==> src/rtl/sequential_divider.sv <==
// Restoring shift-subtract unsigned divider with start/done handshake.
// One FSM state per shift or trial micro-step; fixed 2*WIDTH+3 cycle cadence.
module sequential_divider #(
  parameter int WIDTH = 4
) (
  input  logic             clk,
  input  logic             rst,
  input  logic             start,
  input  logic [WIDTH-1:0] dividend,
  input  logic [WIDTH-1:0] divisor,
  output logic             busy,
  output logic             done,
  output logic             div_by_zero,
  output logic [WIDTH-1:0] quotient,
  output logic [WIDTH-1:0] remainder
);

  localparam int SW = $clog2(2*WIDTH+3);

  localparam logic [SW-1:0] S_IDLE   = '0;
  localparam logic [SW-1:0] S_LOAD   = SW'(1);
  localparam logic [SW-1:0] S_SHIFT1 = SW'(2);
  localparam logic [SW-1:0] S_SHMAX  = SW'(2*WIDTH);
  localparam logic [SW-1:0] S_TRMIN  = SW'(3);
  localparam logic [SW-1:0] S_TRMAX  = SW'(2*WIDTH+1);
  localparam logic [SW-1:0] S_DONE   = SW'(2*(WIDTH+1));

  logic [SW-1:0]  state;
  logic [SW-1:0]  state_nx;

  logic [WIDTH-1:0] q;
  logic [WIDTH:0]   r;
  logic [WIDTH-1:0] d;
  logic             z;

  logic is_idle;
  logic is_load;
  logic is_shift;
  logic is_trial;
  logic is_done;
  logic is_bad;

  logic [WIDTH:0] d_ext;
  logic [WIDTH:0] r_diff;
  logic           r_ge;

  // Even codes are SHIFT steps, odd codes are TRIAL steps.
  always_comb begin
    is_idle  = (state == S_IDLE);
    is_load  = (state == S_LOAD);
    is_shift = !state[0]
             && (state >= S_SHIFT1)
             && (state <= S_SHMAX);
    is_trial = state[0]
             && (state >= S_TRMIN)
             && (state <= S_TRMAX);
    is_done  = (state == S_DONE);
    is_bad   = (state > S_DONE);
  end

  always_comb begin
    d_ext  = {1'b0, d};
    r_diff = r - d_ext;
    r_ge   = (r >= d_ext);
  end

  always_ff @(posedge clk) begin
    if (rst) begin
      state <= S_IDLE;
    end else begin
      state <= state_nx;
    end
  end

  // TRIAL_n + 1 is SHIFT_(n+1); after the last trial it lands on DONE.
  always_comb begin
    state_nx = S_IDLE;
    unique case (1'b1)
      is_idle:  state_nx = start ? S_LOAD : S_IDLE;
      is_load:  state_nx = S_SHIFT1;
      is_shift: state_nx = state + SW'(1);
      is_trial: state_nx = state + SW'(1);
      is_done:  state_nx = S_IDLE;
      is_bad:   state_nx = S_IDLE;
      default:  state_nx = S_IDLE;
    endcase
  end

  always_ff @(posedge clk) begin
    if (rst) begin
      q <= '0;
      r <= '0;
      d <= '0;
      z <= 1'b0;
    end else begin
      unique case (1'b1)
        is_load: begin
          q <= dividend;
          d <= divisor;
          r <= '0;
          z <= (divisor == '0);
        end
        is_shift: begin
          {r, q} <= {r[WIDTH-1:0], q, 1'b0};
        end
        is_trial: begin
          if (r_ge) begin
            r    <= r_diff;
            q[0] <= 1'b1;
          end
        end
        default: begin
        end
      endcase
    end
  end

  always_comb begin
    busy        = !is_idle;
    done        = is_done;
    div_by_zero = is_done && z;
    quotient    = q;
    remainder   = r[WIDTH-1:0];
  end

endmodule

==> config.mk <==
export PLATFORM = sky130hd
export DESIGN_NAME = sequential_divider
export DESIGN_NICKNAME = d
export VERILOG_FILES = /design/src/rtl/sequential_divider.sv
export SDC_FILE = /design/constraint.sdc
export NUM_CORES = 1
export LEC_CHECK = 0
export CORE_MARGIN = 3
export CORE_UTILIZATION = 44
export CTS_CLUSTER_DIAMETER = 60
export DETAILED_ROUTE_END_ITERATION = 6
export GPL_TIMING_DRIVEN = 0
export PLACE_DENSITY = 0.66
export SLEW_MARGIN = 15
export SYNTH_ARGS = -nofsm -noshare
export SYNTH_HDL_FRONTEND = slang
export SYNTH_SLANG_ARGS = --single-unit
==> constraint.sdc <==
create_clock -name clk -period 4.85 [get_ports clk]
set_clock_uncertainty 0.1 [all_clocks]
set_input_delay 1.455 -clock clk [delete_from_list [all_inputs] [get_ports clk]]
set_output_delay 1.455 -clock clk [all_outputs]
set_load 0.005 [all_outputs]
==> impl_results.md, run 1 <==
* Global placement routability congestion at approximately 0.86
* Worst hold path endpoint: d[3]
* Clock Root Buffer: clkbuf_4
* Synth Area per Inst at between 8 and 9 um^2
* Min-Delay Path Class: register to register
* Die X-Extent at 57.3 um
* Largest net degree at the start of global routing at 11
* WS Path Type: register to primary output
* Asr flop ratio synth at 0
* Hold buffer count at CTS at 0
* Total chip power at between 500 and 600 uW
* Synthesized flop and latch total at 18
* Reg-to-reg critical path startpoint: state[0]
* Post-CTS Setup Bufs at 0
* Clock sinks at 18
* Num rows at 17
* Mapped Cells at 140
* GRT Util Overall at 0.160
* Final setup viols at 0
* 1st-iter DRT viols at 9
* Final Cycle Share at 0.691
* # fillers at around 240
* Aggregate routed wire length at 2.45 mm
* Clock Pin Slew Worst Setup and Hold Paths at 100 ps
* Status: completed
* Router iterations before antenna repair at 4
* Reg-to-Reg End: quotient[0]
* Die height at 57.3 um
* Hold Violations, Final at 0
* Clock Power Share at 0.149
* Top-level I/O count at 22
* Crit start category: register
* Ys Warns at 0
* # port buffers at 20
* FMAX at 298 MHz
* Critical Path Start: state[0]
* P_leak at 0.543 nW
* CTS tree: built
* Period minus WS final at 3350 ps
* Total CTS buffers at 3
* Max-Cap Viols at 0
* Synth Flop Type: dfxtp_1
* Hold path depth at 2
* Peak supply drop at 0.234 mV
* Core Region at 2340 um^2
* Hold Crit Start: d[3]
* RSZ-0062 raised after global routing: false
* Comb pwr share at 0.470
* Psw at 191 uW
* Initial core utilization at 0.494
* Seq/Total Area, Yosys at 0.312
* R2r worst-path depth at 7
* Initial antenna violation count at 0
* Slew @ Worst Pin at between 500 and 600 ps
* Final Max Slew Viols at 0
* Antenna diodes at 0
* Max_slew headroom at 0.662
* Cts repair resizes at 0
* Switch share at 0.372
* Gr ovfl total at 0
* Final setup TNS at 0 ps
* Die ar. at 3280 um^2
* P&R area growth vs syn at 22.3%
* Clock Latency Late Sink at 300 ps
* Routed len/inst at 12.8 um
* First-pass GRT wire length at ~4.1 mm
* Vias per cell at between 5 and 6
* Cell variety after synth at 42
* Area of the mapped netlist at 1160 um^2
* Clock buffer depth at 2
* Hpwl dp at 1.89 mm
* Critical Path AT at between 1500 and 2000 ps
* # DRC at 0
* Worst R2R Setup Slack at 2620 ps
* Post-synth net total at 161
* Vias in the first global route at 934
* Footprint of the multi-input gates at 701 um^2
* Synth top area cells: dfxtp_1 (31%), ha_1 (9.7%), a21oi_1 (8.2%)
* Required time worst endpoint at 3290 ps
* Fin nets at 186
* Via count at 1038
* Critical Path Fanout Max at 8
* Storage element area at around 360 um^2
* Layout cells sized above 1 at 0.117
* Seq pwr share at 0.381
* Synth top area share at 0.312
* Pwr dens at 363 nW/um^2
* Commonest non-fill, non-tap cell in the layout: clkdlybuf4s50_1
* Max H-tree Level at 1
* Synth area leader: dfxtp_1
* CP Capture Type: primary output
* Number of synthesized flops with an enable pin at 0
* Most frequent cells in the layout: clkdlybuf4s50_1 (20), a21oi_1 (19), dfxtp_1 (18), nor2_1 (16), nand2_1 (14)
* DRT antenna net count at 0
* Internal power at 322 uW
critical path, stage by stage, from the launching register on:
cell and delay (ps):
dfxtp_1 500, inv_1 140, ha_1 250, and3_1 170, clkdlybuf4s50_1 440
flip-flops by register name, indices dropped and copies added (netlist names):
| signal | cells |
|---|---|
| quotient | 4 |
| r | 5 |
| state | 4 |
| z | 1 |
| d | 4 |
cells by family after synthesis:
family          count (synthesis)  synth area share
fa+ha+maj                      10             0.115
simple gates                   49             0.216
xor+xnor                        3            0.0227
buf+inv                        17            0.0823
compound gates                 40             0.226
mux                             3            0.0260
flops                          18             0.312
cell usage after synthesis, types with 2 or more instances:
cell / n
nand2_1: 14
buf_4: 4
clkbuf_1: 2
xor2_1: 2
mux2i_1: 3
nor4_1: 2
nor3_1: 3
nor2_1: 16
or3_1: 2
a211oi_1: 4
ha_1: 9
nand2b_1: 2
dfxtp_1: 18
a22oi_1: 2
o21ai_0: 4
inv_1: 8
buf_6: 2
a21oi_1: 19
power groups by stage:
stage / logic (mW) / registers, mW / clock network [mW]
2_1_floorplan: 0.170 / 0.192 / 0
3_3_place_gp: 0.236 / 0.199 / 0
3_5_place_dp: 0.240 / 0.199 / 0
4_1_cts: 0.242 / 0.195 / 0.0795
5_1_grt: 0.269 / 0.199 / 0.0845
6_report: 0.241 / 0.195 / 0.0766
stage by stage:
step	hold WS, ps	area (um^2)	setup WS [ps]	std cells	util
6_report	361	1410	1500	191	0.604
5_1_grt	380	1410	1380	191	0.604
4_1_cts	361	1410	1490	191	0.604
2_1_floorplan	327	1160	2370	140	-
3_5_place_dp	347	1390	1830	188	0.595
3_3_place_gp	345	1390	1850	188	0.595
worst max-delay path by stage:
stage	end	cells past startpoint	slack, ps
CTS	div_by_zero	4	1490
global placement	div_by_zero	4	1850
floorplan	div_by_zero	3	2370
detailed placement	div_by_zero	4	1830
finish	div_by_zero	4	1500
global route	div_by_zero	4	1380
metal layers:
layer	routed length (um)	share of wire	global-route usage	vias up
met5	0	0	0	-
met4	46	0.019	0.0695	0
met3	118	0.048	0.0249	5
met2	1060	0.43	0.254	24
met1	1220	0.50	0.215	475
li1	-	-	-	534
cell type report:
| type | instances | area share |
|---|---|---|
| Inverter | 8 | 0.0212 |
| Tap cell | 28 | 0.0248 |
| Sequential cell | 18 | 0.255 |
| Timing Repair Buffer | 20 | 0.142 |
| Multi-Input combinational cell | 105 | 0.496 |
| Buffer | 9 | 0.0460 |
| Clock buffer | 3 | 0.0159 |
Power figures use the tool's default switching activity.
==> inputs of run 2 (changes only) <==
--- a/config.mk
+++ b/config.mk
@@ -10,7 +10,7 @@
 export CTS_CLUSTER_DIAMETER = 60
 export DETAILED_ROUTE_END_ITERATION = 6
 export GPL_TIMING_DRIVEN = 0
-export PLACE_DENSITY = 0.66
+export PLACE_DENSITY = 0.69
 export SLEW_MARGIN = 15
 export SYNTH_ARGS = -nofsm -noshare
 export SYNTH_HDL_FRONTEND = slang
==> constraint.sdc (replaced) <==
create_clock -name clk -period 2.7 [get_ports clk]
set_clock_uncertainty 0.1 [all_clocks]
set_input_delay 0.81 -clock clk [delete_from_list [all_inputs] [get_ports clk]]
set_output_delay 0.81 -clock clk [all_outputs]
set_load 0.005 [all_outputs]
==> run 2 against run 1 <==
Effect of this change: cell count is the same; via count is 0.67% higher; register-to-register slack lost 2000 ps.
==> impl_results.md, run 2 (same netlist as run 1, synthesis figures left out) <==
* Footprint of the multi-input gates at 703 um^2 (was 701 um^2)
* Dpl ws at 347 ps (was 1830 ps)
* Top-level I/O count at 22 (unchanged)
* Largest net degree at the start of global routing at 11 (unchanged)
* # DRC at 0 (unchanged)
* Period minus WS final at ~2600 ps
* CTS tree: built (unchanged)
* Initial antenna violation count at 0 (unchanged)
* Peak supply drop at 0.350 mV (was 0.234 mV)
* Final setup viols at 0 (unchanged)
* Final WS setup at 124 ps (was 1500 ps)
* Max_slew headroom at 0.663 (was 0.662)
* Hold Crit Start: d[3] (unchanged)
* Max-Cap Viols at 0 (unchanged)
* Worst R2R Setup Slack at 580 ps (was 2620 ps)
* Clock Pin Slew Worst Setup and Hold Paths at 100 ps (about the same)
* Clock buffer depth at 2 (unchanged)
* Final Cell Area at 1420 um^2 (was 1410 um^2)
* Reg-to-Reg End: r[4] (was quotient[0])
* Num rows at 17 (unchanged)
* Commonest non-fill, non-tap cell in the layout: clkdlybuf4s50_1 (unchanged)
* DRT antenna net count at 0 (unchanged)
* Total chip power at 925 uW (was 513 uW)
* Hold Violations, Final at 0 (unchanged)
* P_leak at 0.544 nW (was 0.543 nW)
* # fillers at 225 (was 236)
* Total CTS buffers at 3 (unchanged)
* Critical Path AT at 1670 ps (was 1800 ps)
* Die X-Extent at 57.3 um (unchanged)
* Hpwl dp at 1.90 mm (was 1.89 mm)
* Worst hold path endpoint: d[3] (unchanged)
* Required time worst endpoint at 1790 ps (was 3290 ps)
* Initial core utilization at 0.494 (unchanged)
* Cts repair resizes at 1 (was 0)
* P&R area growth vs syn at 22.7% (was 22.3%)
* GRT Util Overall at 0.168 (was 0.160)
* Core Region at 2340 um^2 (unchanged)
* Vias in the first global route at 992 (was 934)
* Reg-to-reg critical path startpoint: r[0] (was state[0])
* Hold buffer count at CTS at 0 (unchanged)
* Router iterations before antenna repair at 4 (unchanged)
* Final Max Slew Viols at 0 (unchanged)
* Max reg flops at 5 (unchanged)
* Hold path depth at 2 (unchanged)
* WHS at 362 ps (was 361 ps)
* First-pass GRT wire length at 4.38 mm (was 4.12 mm)
* R2r worst-path depth at 9 (was 7)
* Status: completed (unchanged)
* Clock Root Buffer: clkbuf_4 (unchanged)
* RSZ-0062 raised after global routing: false (unchanged)
* Gr ovfl total at 0 (unchanged)
* Max H-tree Level at 1 (unchanged)
* Global placement routability congestion at 0.811 (was 0.855)
* Clock Latency Late Sink at 300 ps (about the same)
* Die height at 57.3 um (unchanged)
* Storage element area at 363 um^2 (was 360 um^2)
* Vias per cell at 5.47 (was 5.43)
* Antenna diodes at 0 (unchanged)
* Dpl cells at 188 (unchanged)
* CP Capture Type: primary output (unchanged)
* Final setup TNS at 0 ps (unchanged)
* 1st-iter DRT viols at 22 (was 9)
* Finished Core Util at 0.606 (was 0.604)
* Via count at 1045 (was 1038)
* WS Path Type: register to primary output (unchanged)
* Final Cycle Share at 0.954
* FMAX at 388 MHz
* Placed Area at 1390 um^2 (unchanged)
* Routed len/inst at 13.1 um (was 12.8 um)
* Fin nets at 186 (unchanged)
* Die ar. at 3280 um^2 (unchanged)
* Cell Count, Final, Fillers Out at 191 (unchanged)
* # port buffers at 20 (unchanged)
* Slew @ Worst Pin at 506 ps (was 507 ps)
* Post-CTS Setup Bufs at 0 (unchanged)
* Layout cells sized above 1 at 0.135 (was 0.117)
* Aggregate routed wire length at 2.50 mm (was 2.45 mm)
* Most frequent cells in the layout: clkdlybuf4s50_1 (20), a21oi_1 (19), nor2_1 (16), dfxtp_1 (16), nand2_1 (14) (was clkdlybuf4s50_1 (20), a21oi_1 (19), dfxtp_1 (18), nor2_1 (16), nand2_1 (14))
* Crit start category: register (unchanged)
* Most flop-heavy register: r (unchanged)
* Clock sinks at 18 (unchanged)
* Min-Delay Path Class: register to register (unchanged)
* Pwr dens at 652 nW/um^2 (was 363 nW/um^2)
* Critical Path Fanout Max at 8 (unchanged)
-- run 2: worst max path at each step --
stage,slack (ps),end,cells past startpoint,startpoint
finish,120,div_by_zero,4,state[0]
global route,20,div_by_zero,4,state[0]
CTS,80,div_by_zero,4,state[3]
detailed placement,350,div_by_zero,4,state[0]
global placement,360,div_by_zero,4,state[0]
floorplan,670,quotient[0],7,state[0]
-- run 2: report_power, final --
part | total [mW] | internal (mW) | switching [mW]
sequential | 0.353 | 0.306 | 0.0471
clock | 0.138 | 0.0521 | 0.0855
combinational | 0.435 | 0.222 | 0.213
total | 0.925 | 0.580 | 0.345
-- run 2: per-layer routing --
layer / track usage / up-vias / wire, um
li1: - / 536 / -
met1: 0.223 / 465 / 1130
met4: 0.0629 / 0 / 31
met5: 0 / - / 0
met3: 0.0294 / 5 / 195
met2: 0.271 / 39 / 1140
-- run 2: area by class of cell --
cell class | instances | share of cell area
multi-input cells | 105 | 0.496
inverters | 8 | 0.0212
clock buffers | 3 | 0.0159
well taps | 28 | 0.0247
flip-flops and latches | 18 | 0.256
repair buffers | 20 | 0.141
plain buffers | 9 | 0.0459
-- run 2: worst max-delay path, stage by stage, from the launching register on --
cell and delay [ps]:
dfxtp_2 420, inv_1 100, ha_1 240, and3_1 170
clkdlybuf4s50_1 440
==> inputs of run 3 (changes only) <==
--- a/config.mk
+++ b/config.mk
@@ -5,12 +5,15 @@
 export SDC_FILE = /design/constraint.sdc
 export NUM_CORES = 1
 export LEC_CHECK = 0
+export ABC_CLOCK_PERIOD_IN_PS = 2700
+export CELL_PAD_IN_SITES_DETAIL_PLACEMENT = 0
+export CELL_PAD_IN_SITES_GLOBAL_PLACEMENT = 1
 export CORE_MARGIN = 3
-export CORE_UTILIZATION = 44
+export CORE_UTILIZATION = 34
 export CTS_CLUSTER_DIAMETER = 60
 export DETAILED_ROUTE_END_ITERATION = 6
 export GPL_TIMING_DRIVEN = 0
-export PLACE_DENSITY = 0.69
+export PLACE_DENSITY = 0.72
 export SLEW_MARGIN = 15
 export SYNTH_ARGS = -nofsm -noshare
 export SYNTH_HDL_FRONTEND = slang
==> run 3 against run 2 <==
Effect of this change: fmax fell by 0.61%; final area is 2.4% higher; combinational power hardly changed; utilization fell by 15 points; sequential power hardly changed; first-iteration DRC count rose by 14%; die area rose by 26%; clock power rose by 21%; flip-flop and latch count unchanged; setup slack worse by 16 ps; critical path depth unchanged; via count is 2.6% lower; critical path type unchanged.
==> impl_results.md, run 3 (same netlist as run 1, synthesis figures left out) <==
* Commonest non-fill, non-tap cell in the layout: clkdlybuf4s50_1 (unchanged)
* GRT Util Overall at 0.128 (was 0.168)
* CP Capture Type: primary output (unchanged)
* Clock Root Buffer: clkbuf_4 (unchanged)
* Critical Path Fanout Max at 8 (unchanged)
* Seq pwr share at 0.369 (was 0.382)
* Clock Power Share at 0.175 (was 0.149)
* Top-level I/O count at 22 (unchanged)
* Most frequent cells in the layout: clkdlybuf4s50_1 (20), a21oi_1 (19), nor2_1 (16), dfxtp_1 (16), nand2_1 (14) (unchanged)
* Max-Cap Viols at 0 (unchanged)
* Internal power at 610 uW (was 580 uW)
* Final Cycle Share at 0.960 (was 0.954)
* Clock Pin Slew Worst Setup and Hold Paths at 100 ps (about the same)
* Clock buffer depth at 2 (unchanged)
* Switch share at 0.363 (was 0.373)
* Core Region at 3150 um^2 (was 2340 um^2)
* FMAX at 386 MHz (was 388 MHz)
* Vias per cell at 4.89 (was 5.47)
* Required time worst endpoint at 1790 ps (about the same)
* Max reg flops at 5 (unchanged)
* Via count at 1018 (was 1045)
* Router iterations before antenna repair at 4 (unchanged)
* Period minus WS final at 2590 ps (was 2580 ps)
* M1 GR Usage at 0.166 (was 0.223)
* Largest net degree at the start of global routing at 11 (unchanged)
* P_leak at 0.551 nW (was 0.544 nW)
* Max_slew headroom at 0.683 (was 0.663)
* Global placement routability congestion at 0.806 (was 0.811)
* Initial antenna violation count at 0 (unchanged)
* Final Max Slew Viols at 0 (unchanged)
* Peak supply drop at 0.328 mV (was 0.350 mV)
* Critical Path AT at 1680 ps (was 1670 ps)
* # fillers at 330 (was 225)
* First-pass GRT wire length at 4.20 mm (was 4.38 mm)
* Most used routing layer: met2 (unchanged)
* Fin nets at 186 (unchanged)
* Num rows at 20 (was 17)
* Clock sinks at 18 (unchanged)
* Met2 usage at 0.209 (was 0.271)
* Die height at 64.3 um (was 57.3 um)
* # DRC at 0 (unchanged)
* # port buffers at 20 (unchanged)
* Storage element area at 363 um^2 (unchanged)
* Reg-to-reg critical path startpoint: r[0] (unchanged)
* DRT antenna net count at 0 (unchanged)
* Crit start category: register (unchanged)
* Gr ovfl total at 0 (unchanged)
* Final setup TNS at 0 ps (unchanged)
* Vias in the first global route at 951 (was 992)
* Min-Delay Path Class: register to register (unchanged)
* Most flop-heavy register: r (unchanged)
* Layout cells sized above 1 at 0.140 (was 0.135)
* Die X-Extent at 64.3 um (was 57.3 um)
* Final setup viols at 0 (unchanged)
* Initial core utilization at 0.367 (was 0.494)
* CTS tree: built (unchanged)
* WS Path Type: register to primary output (unchanged)
* Slew @ Worst Pin at 475 ps (was 506 ps)
* Hpwl dp at 2.00 mm (was 1.90 mm)
* 1st-iter DRT viols at 25 (was 22)
* Clock Latency Late Sink at 300 ps (about the same)
* Critical Path Start: state[0] (unchanged)
* Total CTS buffers at 3 (unchanged)
* Routed len/inst at 12.2 um (was 13.1 um)
* Die ar. at 4140 um^2 (was 3280 um^2)
* Hold Crit Start: d[3] (unchanged)
* Max H-tree Level at 1 (unchanged)
* Status: completed (unchanged)
* Psw at 348 uW (was 345 uW)
* Pwr dens at 660 nW/um^2 (was 652 nW/um^2)
* GR Layer Usage met3 at 0.0404 (was 0.0294)
* Footprint of the multi-input gates at 703 um^2 (unchanged)
* RSZ-0062 raised after global routing: false (unchanged)
* Total chip power at 959 uW (was 925 uW)
* P&R area growth vs syn at 25.6% (was 22.7%)
* Aggregate routed wire length at 2.53 mm (was 2.50 mm)
* Comb pwr share at 0.456 (was 0.470)
* Antenna diodes at 0 (unchanged)
* Hold Violations, Final at 0 (unchanged)
-- run 3: cell count changes in the layout (fill, tap and decap cells not counted), sizes merged --
cell	delta
clkbuf	+1
-- run 3: power groups by stage --
| stage | Combinational, mW | Sequential [mW] | Clock, mW |
|---|---|---|---|
| 3_5_place_dp | 0.436 | 0.358 | 0 |
| 4_1_cts | 0.439 | 0.353 | 0.173 |
| 6_report | 0.437 | 0.354 | 0.167 |
| 2_1_floorplan | 0.305 | 0.344 | 0 |
| 3_3_place_gp | 0.429 | 0.357 | 0 |
| 5_1_grt | 0.486 | 0.361 | 0.186 |
-- run 3: through the flow --
| stage | setup WS [ps] | cells | hold slack [ps] | utilization | cell area, um^2 |
|---|---|---|---|---|---|
| 3_5_place_dp | 314 | 204 | 346 | 0.448 | 1410 |
| 3_3_place_gp | 347 | 204 | 346 | 0.448 | 1410 |
| 2_1_floorplan | 675 | 140 | 327 | - | 1160 |
| 4_1_cts | 63.2 | 208 | 362 | 0.460 | 1450 |
| 6_report | 108 | 208 | 360 | 0.461 | 1450 |
| 5_1_grt | 23.1 | 208 | 376 | 0.461 | 1450 |
-- run 3: worst paths after layout --
kind | end | slack, ps | depth (start not counted)
worst max-delay path | div_by_zero | 110 | 4
worst min-delay path | d[3] | 360 | 2
worst max register to register | r[4] | 570 | 9
worst min register to register | d[3] | 360 | 2
-- run 3: repair_timing --
| item | 4_1_cts | 5_1_grt |
|---|---|---|
| gates resized for setup | 1 | 2 |
| pin swaps | 0 | 0 |
| hold buffers | 0 | 0 |
| buffers inserted | 0 | 0 |
| setup endpoints to repair | 1 | 3 |
-- run 3: cell type report --
cell class              count  area share
multi-input cells         105       0.484
flip-flops and latches     18       0.250
repair buffers             20       0.138
plain buffers               9      0.0448
well taps                  44      0.0379
clock buffers               4      0.0250
inverters                   8      0.0207
-- run 3: routing by layer --
layer | part of all wire | vias up
li1 | - | 537
met5 | 0 | -
met2 | 0.44 | 27
met4 | 0.0051 | 0
met3 | 0.057 | 2
met1 | 0.50 | 452
-- run 3: critical path: stages, from the launching register on --
cell and delay, ps:
dfxtp_2 420, inv_1 100, ha_1 240, and3_1 170, clkdlybuf4s50_1 450
